[src/rtl/adder_share_arbiter.sv]
// Round-robin share of one 8-bit adder between two valid/ready requesters.
// Optional grant statistics counters: define ADDER_ARB_STATS_EN.

module adder_8bit (
    input  logic [7:0] a,
    input  logic [7:0] b,
    output logic [7:0] sum,
    output logic       carry
);

    assign {carry, sum} = {1'b0, a} + {1'b0, b};

endmodule

module adder_share_arbiter #(
    parameter bit START_PRIO = 1'b0,
    parameter int CNT_W      = 16
) (
    input  logic       clk,
    input  logic       rst,
    input  logic       req_valid0,
    input  logic [7:0] req_a0,
    input  logic [7:0] req_b0,
    output logic       req_ready0,
    input  logic       req_valid1,
    input  logic [7:0] req_a1,
    input  logic [7:0] req_b1,
    output logic       req_ready1,
    output logic       resp_valid,
    input  logic       resp_ready,
    output logic [7:0] resp_sum,
    output logic       resp_carry,
    output logic       resp_id,
    output logic       busy
`ifdef ADDER_ARB_STATS_EN
    ,
    output logic [CNT_W-1:0] gnt_cnt0,
    output logic [CNT_W-1:0] gnt_cnt1
`endif
);

    typedef enum logic [1:0] {
        IDLE,
        CALC,
        RESP
    } state_t;

    state_t     state;
    logic       prio;
    logic [7:0] op_a;
    logic [7:0] op_b;
    logic       op_id;
    logic [7:0] sum;
    logic       carry;
    logic       grant0;
    logic       grant1;

    always_comb begin
        grant0 = 1'b0;
        grant1 = 1'b0;
        unique case (1'b1)
            (req_valid0 && req_valid1): begin
                grant0 = !prio;
                grant1 = prio;
            end
            (req_valid0 && !req_valid1): grant0 = 1'b1;
            (!req_valid0 && req_valid1): grant1 = 1'b1;
            default: ;
        endcase
    end

    assign req_ready0 = (state == IDLE) && grant0;
    assign req_ready1 = (state == IDLE) && grant1;
    assign busy       = (state != IDLE);

    adder_8bit u_add (op_a, op_b, sum, carry);

    always_ff @(posedge clk) begin
        if (rst) begin
            state      <= IDLE;
            prio       <= START_PRIO;
            op_a       <= 8'd0;
            op_b       <= 8'd0;
            op_id      <= 1'b0;
            resp_valid <= 1'b0;
            resp_sum   <= 8'd0;
            resp_carry <= 1'b0;
            resp_id    <= 1'b0;
        end else begin
            case (state)
                IDLE: begin
                    if (req_ready0 || req_ready1) begin
                        op_a  <= req_ready1 ? req_a1 : req_a0;
                        op_b  <= req_ready1 ? req_b1 : req_b0;
                        op_id <= req_ready1;
                        // Winner loses priority to the other side.
                        prio  <= !req_ready1;
                        state <= CALC;
                    end
                end
                CALC: begin
                    resp_sum   <= sum;
                    resp_carry <= carry;
                    resp_id    <= op_id;
                    resp_valid <= 1'b1;
                    state      <= RESP;
                end
                RESP: begin
                    if (resp_ready) begin
                        resp_valid <= 1'b0;
                        state      <= IDLE;
                    end
                end
                default: state <= IDLE;
            endcase
        end
    end

`ifdef ADDER_ARB_STATS_EN
    always_ff @(posedge clk) begin
        if (rst) begin
            gnt_cnt0 <= '0;
            gnt_cnt1 <= '0;
        end else begin
            if (req_ready0 && (gnt_cnt0 != '1))
                gnt_cnt0 <= gnt_cnt0 + CNT_W'(1);
            if (req_ready1 && (gnt_cnt1 != '1))
                gnt_cnt1 <= gnt_cnt1 + CNT_W'(1);
        end
    end
`else
    logic [CNT_W-1:0] unused_cnt;
    assign unused_cnt = '0;
`endif

endmodule
[config.mk]
export PLATFORM = sky130hd
export DESIGN_NAME = adder_share_arbiter
export DESIGN_NICKNAME = d
export VERILOG_FILES = /design/src/rtl/adder_share_arbiter.sv
export SDC_FILE = /design/constraint.sdc
export NUM_CORES = 1
export LEC_CHECK = 0
export BUFFER_PORTS_ARGS = -buffer_cell sky130_fd_sc_hd__buf_2
export CAP_MARGIN = 20
export CELL_PAD_IN_SITES_DETAIL_PLACEMENT = 1
export CELL_PAD_IN_SITES_GLOBAL_PLACEMENT = 1
export CORE_MARGIN = 3
export CORE_UTILIZATION = 35
export DETAILED_ROUTE_END_ITERATION = 12
export PLACE_DENSITY = 0.83
export SETUP_SLACK_MARGIN = 0.02
export SLEW_MARGIN = 20
export SYNTH_ARGS = -nofsm -noshare
export SYNTH_HDL_FRONTEND = slang
export SYNTH_SLANG_ARGS = --single-unit
[constraint.sdc]
create_clock -name clk -period 3.35 [get_ports clk]
set_clock_uncertainty 0.05 [all_clocks]
set_input_delay 0.5025 -clock clk [delete_from_list [all_inputs] [get_ports clk]]
set_output_delay 0.5025 -clock clk [all_outputs]
set_load 0.1 [all_outputs]
# Yosys cells after proc, flatten, opt, wreduce, memory -nomap -nowiden

Cells that the tools add are included.

Output and inout port bits: 14
Flip-flop bits (word level): 31
Input port bits: 37
Logic and storage cells: 39

Mux-type cells: 9
$add $sub $neg: 1
Eq/ne operators: 4
Reduce and logical (&&, ||, !) cells: 16

Operator list:

| operator                                                         | count |
|---|---|
| 8-bit two-way mux                                                | 2 |
| 8-bit by 8-bit adder with 9-bit output                           | 1 |
| 1-bit one-hot mux with 2 select lines                            | 3 |
| 2-bit one-hot mux with 3 select lines                            | 1 |
| 2-bit AND reduction                                              | 3 |
| 1-bit logical AND                                                | 5 |
| 1-bit logical NOT                                                | 4 |
| 2-bit two-way mux                                                | 2 |
| 2-bit nonzero test                                               | 2 |
| 2-bit by 1-bit == test with 1-bit output (second input constant) | 1 |
| 2-bit == test (second input constant)                            | 1 |
| 2-bit logical NOT                                                | 1 |
| 2-bit by 1-bit != test with 1-bit output (second input constant) | 1 |
| 2-bit != test (second input constant)                            | 1 |
| 1-bit logical OR                                                 | 1 |
| 1-bit two-way mux                                                | 1 |

# Longest topological paths before layout

Depth after elaboration: 7
Gate-level depth with buffers: 6

# By module

From an unflattened synthesis, not the netlist that was laid out.

Cell total of the unflattened synthesis: 203
Area total of the unflattened synthesis: 1647.8 um^2

By module, submodules not included:

| module              | area an instance (um^2) | cells each | instances |
|---|---|---|---|
| adder_share_arbiter | 1323.8                  | 161        | 1 |
| adder_8bit          | 324.1                   | 42         | 1 |

# Worst setup path before layout

No wires, ideal clock.

Kind: input -> output
Start point: input port req_valid1
End point: output port req_ready1
Stages on the path: 3
Slack: 1.433 ns
Data arrival time: 1.364 ns
Required time: 2.797 ns
Cell sequence: or3b_4 > a21oi_4 > buf_6

Word-level cells in the longest chain between the ends: 3

RTL lines:

| element                                     | line   | RTL |
|---|---|---|
| from (decl)                                 | 25     | `input logic req_valid1,` |
| 1-bit logical AND, on equally long branches | 67, 62 |  |
| 1-bit one-hot mux with 2 select lines *     | 61     | `unique case (1'b1)` |
| 1-bit logical AND *                         | 73     | `assign req_ready1 = (state == IDLE) && grant1;` |
| to (decl)                                   | 28     | `output logic req_ready1,` |

Every way passes the cells marked *; elsewhere a longest branch is shown, timed or not.

# Worst setup path after layout

Start point: register state[0]
End point: output port req_ready1

Word-level cells in the longest chain between the ends: 2

RTL lines:

| element                | line | RTL |
|---|---|---|
| from (decl)            | 48   | `state_t state;` |
| from (signal assigned) | 80   | `state <= IDLE;` |
| from (signal assigned) | 98   | `state <= CALC;` |
| from (signal assigned) | 106  | `state <= RESP;` |
| 2-bit logical NOT      | 73   |  |
| 1-bit logical AND      | 73   |  |

No other way between the ends.

==> impl_metrics.py <==
metrics = {
    "timing": {
        "fin_crit_sh_pct": 73.1,
        "slew_headroom_pct": 54.8,
        "hold_violations": 0,
        "finalCriticalPeriod_ns": 2.45,
        "worstMarginPinSlew_ns": 0.678,
        "final-setup-viol-count": 0,
        "worst_slack_ns": 0.901,
        "tns_ns": 0,
        "drv_slew": 0,
        "rsz0062_at_grt": "no",
        "timing.hold.ws_ns": 0.404,
        "timing.fmax_ghz": 0.408,
    },
    "detailed_routing": {
        "drc": 0,
        "wire_per_inst_microns": 15.4,
        "firstDrtPassIters": 5,
        "viasPerCell": 5.56,
        "routed_wl_microns": 4040,
        "drtIter0Drc": 152,
        "drtAntennaViolNets": 0,
        "vias": 1462,
    },
    "clock_network": {
        "cts_sinks": 31,
        "clock_latency_ns": 0.29,
        "cts_hold_buf": 0,
        "cts_buffers": 5,
        "clk_pin_slew_ns": 0.07,
        "htree_levels": 2,
        "cts_tree": "built",
        "clockBufferDepth": 2,
        "postCtsSetupBuffers": 0,
        "cts_resized": 0,
        "cts-root-buf": "clkbuf_8",
    },
    "worst_hold_path": {
        "hp-start": "resp_sum[3]",
        "min_delay_path_depth": 2,
        "min_path_type": "reg2reg",
        "holdPathEnd": "resp_sum[3]",
    },
    "yosys": {
        "syn_area_sq_um": 1460,
        "syn_inst": 163,
        "ys.flop_type": "dfxtp_1",
        "synth.avg_cell_area_sq_um": 8.97,
        "synth-seq-cells": 31,
        "ys_seq_area_share_pct": 42.5,
        "yosys_warnings": 0,
        "postSynth.asyncResetShare_pct": 0,
        "synth_top_area_share_pct": 42.5,
        "yosysMostFrequentCell": "dfxtp_1",
        "synthDistinctLibCells": 39,
        "synthTopCellsByArea": "dfxtp_1 (42%), a222oi_1 (11%), ha_1 (6.8%), a21oi_1 (5.5%), nor2_1 (5.4%)",
        "ys_top_cells_by_count": "dfxtp_1 (31), nor2_1 (21), a21oi_1 (16), a222oi_1 (16), nand2_1 (16)",
        "synth_edf_count": 0,
        "synth_area_leader_cell": "dfxtp_1",
        "syn_nets": 209,
    },
    "cells_and_area": {
        "nets": 260,
        "instances_no_fill": 263,
        "antenna-diode-count": 0,
        "area_growth_pct": 27.7,
        "regArea_sq_um": 621,
        "multi_input_area_sq_um": 783,
        "drive_gt1_share_pct": 29.8,
        "final_util_pct": 48.8,
        "fillers": 478,
    },
    "floorplan": {
        "die_w_microns": 70.6,
        "io-pin-count": 51,
        "row_count": 22,
        "die_area_sq_um": 4990,
        "core-area_sq_um": 3830,
        "die_h_microns": 70.6,
        "initial_core_util_pct": 38.2,
    },
    "grt": {
        "antenna_found_initial": 0,
        "grt_first_pass_wirelength_microns": 6690,
        "grt_max_degree": 33,
        "track_usage_pct": 17.0,
        "grt_pass1_vias": 1404,
        "overflow": 0,
    },
    "setup_path": {
        "cp-start-kind": "flip-flop",
        "max_stage_delay_ns": 0.46,
        "critPathRequiredTime_ns": 2.80,
        "critPathTopFamily": "buffers and inverters",
        "ff2ff_path_depth": 6,
        "cp_max_fo": 18,
        "r2r-end": "resp_sum[6]",
        "path_cells": "or3b_4 -> a21oi_4 -> buf_4 -> buf_2",
        "path_class": "reg2out",
        "reg2reg_from": "op_a[0]",
        "critPathArrivalTime_ns": 1.90,
        "path_buf_inv": 2,
        "crit_path_top_delay_cell": "buf_2",
        "crit_path_end_kind": "output port",
        "rrSetupSlack_ns": 1.50,
    },
    "placed_design": {
        "place_inst": 255,
        "hpwlAfterDp_microns": 2980,
        "place_congestion": 0.744,
        "post-place-ws_ns": 0.961,
        "numPortBuffers": 50,
    },
    "pwr": {
        "powerDensity_nw_per_um2": 590,
        "p_leak_uw": 0.000857,
        "ir_drop_mv": 0.292,
    },
    "run_status": {
        "outcome": "completed",
    },
    "job": {
        "max-cap-violations": 0,
    },
}
==> layout make-up <==
type	count	share of cell area (%)
well taps	48	3.22
clock buffers	6	4.43
repair buffers	52	14.2
multi-input cells	119	42.0
inverters	5	1.01
clock inverters	2	1.88
flip-flops and latches	31	33.3
==> cell families (layout without fill, tap and decap cells) <==
group                    count (synthesis)  after routing  share of synthesized area [%]
XOR/XNOR                                 2              2                           1.20
AO/OA/AOI/OAI                           48             48                           24.5
AND/OR/NAND/NOR                         60             60                           19.4
flip-flops                              31             31                           42.5
adder cells (fa/ha/maj)                  9              9                           8.22
buffers and inverters                   13             65                           4.19
==> layout by cell type, fill, tap and decap left out, types with 2 or more instances in the layout <==
master / instances
nand2_1: 16
a21oi_1: 16
nor3_1: 3
inv_1: 4
clkbuf_8: 6
buf_2: 50
nor2_1: 21
nand3_1: 8
or4_1: 2
a21o_1: 2
nor2b_1: 2
ha_1: 8
a222oi_1: 16
dfxtp_1: 31
buf_4: 2
a211oi_1: 2
o21ai_0: 4
==> sequential cells by signal, indices dropped and copies added (netlist names) <==
| name | cells |
|---|---|
| op_b | 8 |
| resp_sum | 8 |
| prio | 1 |
| resp_id | 1 |
| op_a | 8 |
| state | 2 |
| op_id | 1 |
| resp_carry | 1 |
| resp_valid | 1 |
==> routing by layer <==
layer / up-vias / track usage, % / wire length, microns
met5: - / 0 / 0
met2: 40 / 26.7 / 1910
met4: 0 / 6.89 / 68
met1: 694 / 21.4 / 1830
li1: 724 / - / -
met3: 4 / 5.54 / 234
==> report_power, final <==
group | switching [uW] | internal, uW | total [uW]
sequential | 23.8 | 402 | 426
clock | 141 | 240 | 381
combinational | 208 | 86.8 | 295
total | 372 | 729 | 1100
==> how the worst max path moves through the flow <==
| stage | startpoint | end | depth (start not counted) |
|---|---|---|---|
| after global placement | req_valid1 | req_ready1 | 5 |
| final | state[0] | req_ready1 | 4 |
| after detailed placement | req_valid1 | req_ready1 | 5 |
| after CTS | state[0] | req_ready1 | 4 |
| after global routing | state[0] | req_ready0 | 5 |
| after floorplan | req_valid1 | req_ready1 | 3 |
==> tightest hold or removal path, delay by kind of cell, from the launching register on <==
family          cells  cell delay [ns]
simple gates        1             0.05
flops               1             0.31
compound gates      1             0.05
==> metrics by stage <==
step           cell area, sq um  total power, uW
3_5_place_dp               1750              727
2_1_floorplan              1460              656
5_1_grt                    1870             1160
6_report                   1870             1100
3_3_place_gp               1740              721
4_1_cts                    1870             1110
(Power assumes the default switching activity.)
